**config.mk**
```make
export PLATFORM = sky130hd
export DESIGN_NAME = hps_fifo_reader
export DESIGN_NICKNAME = d
export VERILOG_FILES = /design/src/rtl/hps_fifo_pkg.sv /design/src/rtl/hps_fifo_outbuf.sv /design/src/rtl/hps_fifo_reader.sv
export SDC_FILE = /design/constraint.sdc
export NUM_CORES = 1
export LEC_CHECK = 0
export ABC_AREA = 1
export CORE_MARGIN = 5
export CORE_UTILIZATION = 45
export DETAILED_ROUTE_END_ITERATION = 12
export GPL_ROUTABILITY_DRIVEN = 0
export PLACE_DENSITY = 0.82
export SLEW_MARGIN = 5
export SYNTH_ARGS = -nofsm -noshare
export SYNTH_HDL_FRONTEND = slang
export SYNTH_HIERARCHICAL = 1
export SYNTH_SLANG_ARGS = --single-unit
```
**constraint.sdc**
```tcl
create_clock -name clk -period 4.67 [get_ports clk]
set_input_delay 0.7005 -clock clk [delete_from_list [all_inputs] [get_ports clk]]
set_output_delay 0.7005 -clock clk [all_outputs]
set_load 0.02 [all_outputs]
```
**src/rtl/hps_fifo_pkg.sv**
```systemverilog
// Shared types and CSR map for the HPS-to-FPGA FIFO drain engine.
package hps_fifo_pkg;

    typedef enum logic [2:0] {
        StIdle,
        StPoll,
        StPollWait,
        StDrain,
        StGap
    } state_e;

    localparam logic [2:0] FILL_LEVEL = 3'd0;
    localparam logic [2:0] I_STATUS   = 3'd1;

endpackage

```
**src/rtl/hps_fifo_outbuf.sv**
```systemverilog
// Shift-register output FIFO; entry 0 is the stream head so src_* come straight from flops.
module hps_fifo_outbuf
    import hps_fifo_pkg::*;
#(
    parameter int unsigned DATA_W    = 32,
    parameter int unsigned BUF_DEPTH = 2
) (
    input  logic              clk_i,
    input  logic              reset_i,
    input  logic              push_i,
    input  logic [DATA_W-1:0] push_data_i,
    output logic              full_o,
    output logic              empty_o,
    output logic              full_next_o,
    output logic [DATA_W-1:0] src_data_o,
    output logic              src_valid_o,
    input  logic              src_ready_i
);

    localparam int unsigned CntW = $clog2(BUF_DEPTH + 1);

    logic [DATA_W-1:0] data_q [BUF_DEPTH];
    logic [DATA_W-1:0] data_d [BUF_DEPTH];
    logic              vld_q  [BUF_DEPTH];
    logic              vld_d  [BUF_DEPTH];
    logic [CntW-1:0]   cnt_q, cnt_d;
    logic [CntW-1:0]   wr_idx;
    logic              pop;

    assign pop    = vld_q[0] & src_ready_i;
    // With a simultaneous pop the entries shift down first, so the new word lands one lower.
    assign wr_idx = pop ? cnt_q - CntW'(1) : cnt_q;

    always_comb begin
        data_d = data_q;
        vld_d  = vld_q;
        if (pop) begin
            for (int i = 0; i < int'(BUF_DEPTH) - 1; i++) begin
                data_d[i] = data_q[i+1];
                vld_d[i]  = vld_q[i+1];
            end
            vld_d[BUF_DEPTH-1] = 1'b0;
        end
        if (push_i) begin
            for (int i = 0; i < int'(BUF_DEPTH); i++) begin
                if (CntW'(i) == wr_idx) begin
                    data_d[i] = push_data_i;
                    vld_d[i]  = 1'b1;
                end
            end
        end
        cnt_d = cnt_q + CntW'(push_i) - CntW'(pop);
    end

    always_ff @(posedge clk_i) begin
        if (reset_i) begin
            data_q <= '{default: '0};
            vld_q  <= '{default: 1'b0};
            cnt_q  <= '0;
        end else begin
            data_q <= data_d;
            vld_q  <= vld_d;
            cnt_q  <= cnt_d;
        end
    end

    assign full_o      = (cnt_q == CntW'(BUF_DEPTH));
    assign empty_o     = (cnt_q == '0);
    assign full_next_o = (cnt_d == CntW'(BUF_DEPTH));
    assign src_data_o  = data_q[0];
    assign src_valid_o = vld_q[0];

endmodule

```
**src/rtl/hps_fifo_reader.sv**
```systemverilog
// Polls the HPS-to-FPGA FIFO fill level over CSR and drains words through the Avalon-MM
// out slave into a small register buffer feeding a valid/ready stream.
module hps_fifo_reader
    import hps_fifo_pkg::*;
#(
    parameter int unsigned DATA_W    = 32,
    parameter int unsigned MAX_BURST = 16,
    parameter int unsigned POLL_GAP  = 8,
    parameter int unsigned BUF_DEPTH = 2
) (
    input  logic              clk,
    input  logic              reset,
    input  logic              enable,
    output logic [2:0]        csr_address,
    output logic              csr_read,
    output logic              csr_write,
    output logic [31:0]       csr_writedata,
    input  logic [31:0]       csr_readdata,
    output logic              fifo_read,
    input  logic [DATA_W-1:0] fifo_readdata,
    input  logic              fifo_waitrequest,
    output logic [DATA_W-1:0] src_data,
    output logic              src_valid,
    input  logic              src_ready,
    output logic [31:0]       words_read,
    output logic              busy
);

    localparam int unsigned RemW      = $clog2(MAX_BURST + 1);
    localparam int unsigned GapW      = (POLL_GAP > 1) ? $clog2(POLL_GAP) : 1;
    localparam logic [31:0] MaxBurstW = 32'(MAX_BURST);

    state_e          state_q, state_d;
    logic [RemW-1:0] remaining_q, remaining_d, rem_next;
    logic [GapW-1:0] gap_cnt_q, gap_cnt_d;
    logic [31:0]     words_read_q, words_read_d;
    logic            csr_read_q, csr_read_d;
    logic            fifo_read_q, fifo_read_d;
    logic            busy_q, busy_d;
    logic            accept, held;
    logic            buf_full, buf_empty, buf_full_next;

    assign accept   = fifo_read_q & ~fifo_waitrequest;
    assign held     = fifo_read_q & fifo_waitrequest;
    assign rem_next = accept ? remaining_q - RemW'(1) : remaining_q;

    always_comb begin
        state_d     = state_q;
        remaining_d = rem_next;
        gap_cnt_d   = gap_cnt_q;
        unique case (state_q)
            StIdle: begin
                if (enable) state_d = StPoll;
            end
            StPoll: begin
                state_d = StPollWait;
            end
            StPollWait: begin
                if (csr_readdata == '0) begin
                    gap_cnt_d = GapW'(POLL_GAP - 1);
                    state_d   = StGap;
                end else begin
                    remaining_d = (csr_readdata > MaxBurstW) ? RemW'(MAX_BURST)
                                                             : csr_readdata[RemW-1:0];
                    state_d     = StDrain;
                end
            end
            StDrain: begin
                // A stalled beat is never abandoned; leave only once nothing is outstanding.
                if (!held) begin
                    if (rem_next == '0) begin
                        state_d = enable ? StPoll : StIdle;
                    end else if (!enable) begin
                        state_d = StIdle;
                    end
                end
            end
            StGap: begin
                if (gap_cnt_q == '0) begin
                    state_d = enable ? StPoll : StIdle;
                end else begin
                    gap_cnt_d = gap_cnt_q - GapW'(1);
                end
            end
            default: state_d = StIdle;
        endcase

        csr_read_d   = (state_d == StPoll);
        fifo_read_d  = held | ((state_d == StDrain) & enable & ~buf_full_next);
        busy_d       = (state_d != StIdle);
        words_read_d = words_read_q + 32'(accept);
    end

    always_ff @(posedge clk) begin
        if (reset) begin
            state_q      <= StIdle;
            remaining_q  <= '0;
            gap_cnt_q    <= '0;
            words_read_q <= '0;
            csr_read_q   <= 1'b0;
            fifo_read_q  <= 1'b0;
            busy_q       <= 1'b0;
        end else begin
            state_q      <= state_d;
            remaining_q  <= remaining_d;
            gap_cnt_q    <= gap_cnt_d;
            words_read_q <= words_read_d;
            csr_read_q   <= csr_read_d;
            fifo_read_q  <= fifo_read_d;
            busy_q       <= busy_d;
        end
    end

    hps_fifo_outbuf #(
        .DATA_W   (DATA_W),
        .BUF_DEPTH(BUF_DEPTH)
    ) u_outbuf (
        .clk_i      (clk),
        .reset_i    (reset),
        .push_i     (accept),
        .push_data_i(fifo_readdata),
        .full_o     (buf_full),
        .empty_o    (buf_empty),
        .full_next_o(buf_full_next),
        .src_data_o (src_data),
        .src_valid_o(src_valid),
        .src_ready_i(src_ready)
    );

    no_push_when_full_a: assert property (@(posedge clk) disable iff (reset)
        accept |-> (!buf_full || (src_valid && src_ready)));
    valid_matches_fill_a: assert property (@(posedge clk) disable iff (reset)
        src_valid == !buf_empty);

    assign csr_address   = FILL_LEVEL;
    assign csr_write     = 1'b0;
    assign csr_writedata = '0;
    assign csr_read      = csr_read_q;
    assign fifo_read     = fifo_read_q;
    assign words_read    = words_read_q;
    assign busy          = busy_q;

endmodule

```
==> metrics <==
reg2reg setup slack 1.63 ns; post-synthesis cell area 6530 sq um; Reg-to-Reg End u_outbuf/src_data_o[23]; unrepaired setup endpoints after global routing no; relative slew slack 49.9%; Hold WS 0.450 ns; post-synthesis to final-layout area growth 25.0%; routed len/inst 11.9 um; synthesized instance count 1022; Core Region 14400 sq um; Total Power 2.50 mW; kind of cell adding the most delay to the critical path simple AND/OR/NAND/NOR gates; Setup TNS 0 ns; worst setup path category in -> reg; antenna violations before repair 0; status complete, no violations; Comb pwr share 11.9%; port bufs 136; Worst Hold Class reg -> reg; CTS H-tree depth 4; CP cell instances clkdlybuf4s50_1 -> buf_4 -> nand2_4 -> nand2_2 -> nand2_4 -> nand3_2 -> buf_4 -> nand2_1 -> nand2_1 -> nor2_1; Antenna Cells 0; Final Setup Violations 0; Pre-Repair DR Iteration Count 5; # IOs 173; Hold Fails Final Rpt 0; WP data required 5.00 ns; Setup crit start kind primary input; period utilisation layout 66.2%; initial core utilization 45.4%; crit-path max FO 36; cell row count 44; die extent in y 130 um; die width 130 um; fraction of layout cells with a size suffix above 1 6.22%; global-route wire length before repair 25400 um; worst setup path start src_ready; clock skew 0.00752 ns; Slew @ Worst Pin 0.749 ns; Final #Nets 1190; Worst Reg-to-Reg Cells 8; Pint 1.90 mW; P_leak 3.65 nW; Crit path depth 10; clock slew at reported path FFs 0.05 ns; syn avg cell area 6.39 sq um; Critical Path End Type flop; Slowest cell on crit path nand3_2; Hold-fix buffers, CTS 0; Clk pwr share 47.7%; DR DRC count 0; vias in the first global route 5711; Net Sw Frac 24.1%; via density per instance 4.71; Yosys Warn Count 6; min cycle time layout 3.09 ns; vias 6170; WP data arrival 3.43 ns; Seq pwr share 40.5%; Worst-Skew Late Latency 0.40 ns; CTS buffer count 17; Routed Antenna Nets 0; Post-Place Setup Slack 1.16 ns; PostCTS Resize Cnt 0; Setup Fix Bufs, Post-CTS 0; total grt overflow 0; Max Cap Viol 0; Reg-to-Reg Start u_outbuf/src_valid_o; critical path endpoint u_outbuf/src_data_o[23]; worst setup margin 1.58 ns; Critical path buffers and inverters 3; clock sink count 114; fin util 56.8%; CTS max path bufs 2; maximum vdd ir drop 239 uV; DP Wirelength 11000 um; GRT Util Overall 18.4%; Max Clk Rate 0.323 GHz; P_sw 602 uW; clk root buf clkbuf_16; pin count of the biggest net entering global routing 45; pwr dens 306 nW/um^2; Max Slew Vio Count 0; Initial DRC Count 359; die area 17000 sq um; slowest stage delay, CP 0.57 ns; clock tree from TritonCTS done; drt total wl 15600 um
[state kept, by name, indices dropped and copies added (netlist names)]
register              count
u_outbuf/data_q          32
u_outbuf/src_data_o      32
words_read               32
remaining_q               5
gap_cnt_q                 3
state_q                   3
u_outbuf/cnt_q            2
busy                      1
csr_read                  1
fifo_read                 1
u_outbuf/src_valid_o      1
u_outbuf/vld_q            1
[per-stage QoR]
step,instance area (sq um),instances
after floorplan,6660,1057
after CTS,8160,1309
final,8160,1309
after detailed placement,7620,1279
after global routing,8160,1309
after global placement,7620,1279
[power by group through the flow]
stage | Combinational (mW) | Clock, mW | Sequential [mW]
global route | 0.331 | 1.27 | 1.01
global placement | 0.292 | 0 | 1.03
floorplan | 0.208 | 0 | 1.03
finish | 0.296 | 1.19 | 1.01
CTS | 0.297 | 1.22 | 1.01
detailed placement | 0.296 | 0 | 1.03
[worst reg2reg max path, stage by stage (launching register included)]
cell and delay (ns):
dfxtp_1 0.80, buf_4 0.38, nand3_1 0.18, nand2_4 0.36, nand3_2 0.58, buf_4 0.44, nand2_1 0.09, nand2_1 0.05
nor2_1 0.11
[cell type report]
type / instances / area (sq um)
clock buffer: 24 / 492
clock inverter: 6 / 55.1
fill: 1362 / 6200
inverter: 124 / 465
multi-input combinational: 710 / 3200
sequential: 114 / 2280
tap: 184 / 230
timing repair buffer: 147 / 1440
[cell usage in the layout (no fill, tap or decap), types with 4 or more instances in the layout]
cell type and instances:
ha_1 7, xor2_1 4, nor2_4 8, clkbuf_16 17
nand4_1 43, nand3_1 56, nand2_1 261, nand3_2 5
inv_1 122, nor3_1 12, buf_4 11, a21oi_1 35
nor2_1 198, conb_1 36, clkdlybuf4s50_1 136, clkinv_2 5
clkbuf_8 4, nand2_2 8, o21ai_0 16, dfxtp_1 114
[worst min-delay path by stage]
stage	startpoint	to	cells after the start	slack, ns
finish	gap_cnt_q[0]	gap_cnt_q[0]	1	0.45
global route	gap_cnt_q[0]	gap_cnt_q[0]	1	0.47
CTS	gap_cnt_q[0]	gap_cnt_q[0]	1	0.46
detailed placement	gap_cnt_q[0]	gap_cnt_q[0]	1	0.45
global placement	gap_cnt_q[0]	gap_cnt_q[0]	1	0.44
floorplan	gap_cnt_q[0]	gap_cnt_q[0]	1	0.42
[per-layer routing]
layer	GRT usage [%]	vias to the layer above	part of all wire [%]
li1	-	3245	-
met1	21.4	2724	43
met2	31.9	188	49
met3	6.10	13	7.7
met4	5.93	0	0.75
met5	0	-	0
Power figures use the tool's default switching activity.
==> edit 1: new RTL, config.mk and constraints unchanged <==
The 5 states of `state_e` get a Gray code encoding in 3 bits.
--- a/src/rtl/hps_fifo_pkg.sv
+++ b/src/rtl/hps_fifo_pkg.sv
@@ -2,11 +2,11 @@
 package hps_fifo_pkg;
 
     typedef enum logic [2:0] {
-        StIdle,
-        StPoll,
-        StPollWait,
-        StDrain,
-        StGap
+        StIdle     = 3'b000,
+        StPoll     = 3'b001,
+        StPollWait = 3'b011,
+        StDrain    = 3'b010,
+        StGap      = 3'b110
     } state_e;
 
     localparam logic [2:0] FILL_LEVEL = 3'd0;
Formal check against the unedited RTL: no difference found for any inputs over 10 cycles, from zero or initial values and one cycle with reset high; not proved beyond that.
==> edit 1 against the unedited design <==
  * Routed wire length shrank 2.6%
  * Via count fell by 3.4%
  * Power down 6.0%
  * Sequential cell count stayed put
  * Fmax fell by 4.4%
  * Clock power fell by 6%
  * Core utilization up 0.17 points
  * Area after synthesis is 2.0% lower
  * Non-clock buffer count shrank 5
  * Worst setup slack worse by 0.14 ns
  * Design area down 2.7%
  * Register-to-register slack improved by 0.33 ns
  * Clock skew about the same
  * Combinational power shrank 21%
  * Critical path type unchanged
==> edit 1: results (changes against the unedited design) <==
Switching Fraction 24.2% (+0.092 points); worst-skew pair later-pin latency approximately 0.41 ns; placed cell area 7430 sq um (-2.4%); cts bufs inserted 17 (unchanged); flop2flop setup slack 1.96 ns (+0.33 ns); M1 WL 6270 microns (-6.3%); DR iter-0 viols 380 (+5.8%); post-CTS sizing 0 (unchanged); Cells after DPL 1226 (-4.1%); fillcell total 1350 (-0.88%); met3 routed WL 1000 microns (-17%); Hold Path Class register to register; slowest stage cell, crit path nand3_2; layout cell share with drive strength beyond 1 5.76% (-0.47 points); Met2 Routed Length 7720 microns (+2.4%); kind of end point of the critical path register; drt total wl 15200 microns (-2.6%); clock-pin slew on the worst setup and hold paths 0.05 ns (about the same); pre-CTS setup slack 1.03 ns (-0.128 ns); clk pwr 1.12 mW (-6%); number of global-route vias before repair 5467 (-4.3%); Top Metal Used met5; largest net degree at the start of global routing 65 (+44%); Worst Tran Pin Value 1.09 ns (+0.345 ns); worst hold path cell count 2 (+1); Global Route Usage Sum 18.0% (-0.39 points); initial antenna violation count 1 (+1); vias per cell 4.74 (+0.61%); Mapped Cells 979 (-4.2%); Pleak 3.58 nW (-1.7%); Max IR drop VDD 0.191 mV (-20%); placed wire-length estimate 10500 microns (-5.2%); final core utilization 57.0% (+0.17 points); Arr. time, crit path 3.54 ns (+0.11 ns); Hold Path End words_read[29]$_SDFF_PP0_; Fin Hold WS 0.470 ns (+0.0198 ns); wire per inst 12.1 microns (+1.5%); Flop pwr share 42.5% (+2.0 points); status completed; min-delay src words_read[29]$_SDFF_PP0_; nets@finish 1141 (-4.1%); Crit Path Max Fanout 37 (+2.8%); final period utilization 69.3% (+3.1 points); CP peak stage delay 0.55 ns (-0.02 ns); FF-to-FF End u_outbuf/src_data_o[6]$_SDFF_PP0_; first-pass GRT wire length 24600 microns (-3.4%); switching power 0.568 mW (-5.7%); Post-Route Skew 0.00771 ns (+0.000185 ns)
[edit 1: changes by cell type in the layout (fill, tap and decap cells not counted), sizes merged, moves of 3 or more]
cell | before | now
nand3 | 61 | 49
nor2 | 208 | 202
buf | 11 | 6
inv | 124 | 121
nor3b | 1 | 4
a21oi | 35 | 27
nand2 | 271 | 246
[edit 1: final cells by class]
type | count | area share [%]
clock inverters | 7 | 0.441
inverters | 121 | 5.72
multi-input cells | 669 | 38.6
flip-flops and latches | 114 | 28.7
clock buffers | 24 | 5.94
repair buffers | 142 | 17.7
well taps | 180 | 2.84
[edit 1: layer usage]
| metal | GRT usage, % | vias up |
|---|---|---|
| li1 | - | 3106 |
| met1 | 20.7 | 2658 |
| met2 | 32.1 | 178 |
| met3 | 5.19 | 17 |
| met4 | 5.68 | 2 |
| met5 | 0 | - |
==> edit 2: new RTL, same flow settings <==
Without the edit above. `DATA_W` is set to 32 in 2 places; all go to 40.
--- a/src/rtl/hps_fifo_outbuf.sv
+++ b/src/rtl/hps_fifo_outbuf.sv
@@ -2,7 +2,7 @@
 module hps_fifo_outbuf
     import hps_fifo_pkg::*;
 #(
-    parameter int unsigned DATA_W    = 32,
+    parameter int unsigned DATA_W    = 40,
     parameter int unsigned BUF_DEPTH = 2
 ) (
     input  logic              clk_i,
--- a/src/rtl/hps_fifo_reader.sv
+++ b/src/rtl/hps_fifo_reader.sv
@@ -3,7 +3,7 @@
 module hps_fifo_reader
     import hps_fifo_pkg::*;
 #(
-    parameter int unsigned DATA_W    = 32,
+    parameter int unsigned DATA_W    = 40,
     parameter int unsigned MAX_BURST = 16,
     parameter int unsigned POLL_GAP  = 8,
     parameter int unsigned BUF_DEPTH = 2
Ports: changed (resized fifo_readdata and src_data); port bits go from 173 to 189. The function was not compared with the original's and may differ.
==> edit 2 against the unedited design <==
  * First-iteration DRC count up 43%
  * Sequential cell count up 16
  * Global-route usage up 0.49 points
  * Worst setup slack better by 0.34 ns
  * Final cell count up 13%
  * Clock skew up 0.0059 ns
  * Worst hold slack better by 0.011 ns
  * Area after synthesis up 13%
  * Clock power up 9%
  * Routed wire length up 19%
  * Design area up 12%
  * Fmax up 12%
  * Power up 12%
  * Critical path type unchanged
  * Critical endpoint is now u_outbuf/src_data_o[18]$_SDFF_PP0_
==> edit 2: results (changes against the unedited design) <==
number of global-route vias before repair 6387 (+12%); Max IR drop VDD 0.246 mV (+3.1%); status completed; Global Route Usage Sum 18.8% (+0.49 points); Hold Path Class register to register; Arr. time, crit path 3.10 ns (-0.33 ns); diode count 0 (unchanged); clock-pin slew on the worst setup and hold paths 0.05 ns (about the same); switching power 0.693 mW (+15%); initial antenna violation count 0 (unchanged); number of buffers added on ports 152 (+12%); placed cell area 8530 sq um (+12%); Post-Route Skew 0.0134 ns (+0.00590 ns); flop2flop setup slack 1.94 ns (+0.31 ns); Pleak 4.09 nW (+12%); largest net degree at the start of global routing 82 (+82%); min-delay src gap_cnt_q[0]$_SDFFE_PP0P_; Clock Tree Root clkbuf_16; post-CTS sizing 0 (unchanged); htree depth 4 (unchanged); Reg-to-Reg Start u_outbuf/src_valid_o$_SDFF_PP0_; Flop pwr share 41.3% (+0.8 points); placed wire-length estimate 12500 microns (+13%); FF-to-FF End u_outbuf/src_data_o[18]$_SDFF_PP0_; DRC viols 0 (unchanged); Detailed Routing Iterations Pass 1 6 (+1); wire per inst 12.5 microns (+5.2%); clk pwr 1.30 mW (+9%); vias 7052 (+14%); Hold Path End gap_cnt_q[0]$_SDFFE_PP0P_; layout cell share with drive strength beyond 1 5.64% (-0.58 points); worst-skew pair later-pin latency 0.42 ns (+0.02 ns); worst-case clock buffer depth 2 (unchanged); Ys Warns 6 (unchanged); worst hold path cell count 1 (unchanged); DR iter-0 viols 514 (+43%); Crit Path Max Fanout 81 (+130%); quantity of hold-fixing buffers added after cts 0 (unchanged); Post-CTS Setup Bufs 0 (unchanged); R2R depth 7 (-1); cts bufs inserted 17 (unchanged); Worst Tran Pin Value 0.936 ns (+0.187 ns); nets@finish 1329 (+12%); first-pass GRT wire length 30600 microns (+20%)
==> edit 2: final cells by class <==
cell class | count | area (sq um)
inverter | 140 | 526
clock buffer | 22 | 474
tap | 216 | 270
fill | 1522 | 6890
sequential | 130 | 2600
clock inverter | 10 | 108
multi-input combinational | 798 | 3570
timing repair buffer | 158 | 1560
==> edit 2: how the worst max path moves through the flow <==
stage	cells after the start	slack (ns)	startpoint	to
after global routing	8	1.69	src_ready	u_outbuf/src_data_o[18]$_SDFF_PP0_
after CTS	8	1.92	src_ready	u_outbuf/src_data_o[18]$_SDFF_PP0_
after global placement	7	1.57	src_ready	u_outbuf/src_data_o[9]$_SDFF_PP0_
after floorplan	12	2.27	fifo_waitrequest	words_read[22]$_SDFF_PP0_
final	8	1.91	src_ready	u_outbuf/src_data_o[18]$_SDFF_PP0_
after detailed placement	7	1.54	src_ready	u_outbuf/src_data_o[37]$_SDFF_PP0_
==> edit 2: routing by layer <==
layer | up-vias | wire, microns | GRT usage [%]
li1 | 3642 | - | -
met1 | 3132 | 7820 | 23.3
met2 | 257 | 8880 | 31.6
met3 | 21 | 1520 | 5.86
met4 | 0 | 219 | 5.77
met5 | - | 0 | 0
==> edit 2: critical path: stages <==
cell	delay (ns)
buf_2	0.21
nand2_4	0.40
nand2_2	0.12
nand2_4	0.42
nand3_4	0.74
nand2_1	0.29
nand2_1	0.08
nor2_1	0.10
==> edit 2: per-stage QoR <==
stage | std cells | total power, mW | hold WS [ns] | setup slack (ns)
CTS | 1474 | 2.81 | 0.459 | 1.92
global placement | 1442 | 1.50 | 0.441 | 1.57
global route | 1474 | 2.90 | 0.497 | 1.69
finish | 1474 | 2.79 | 0.462 | 1.91
floorplan | 1195 | 1.41 | 0.422 | 2.27
detailed placement | 1442 | 1.51 | 0.446 | 1.54
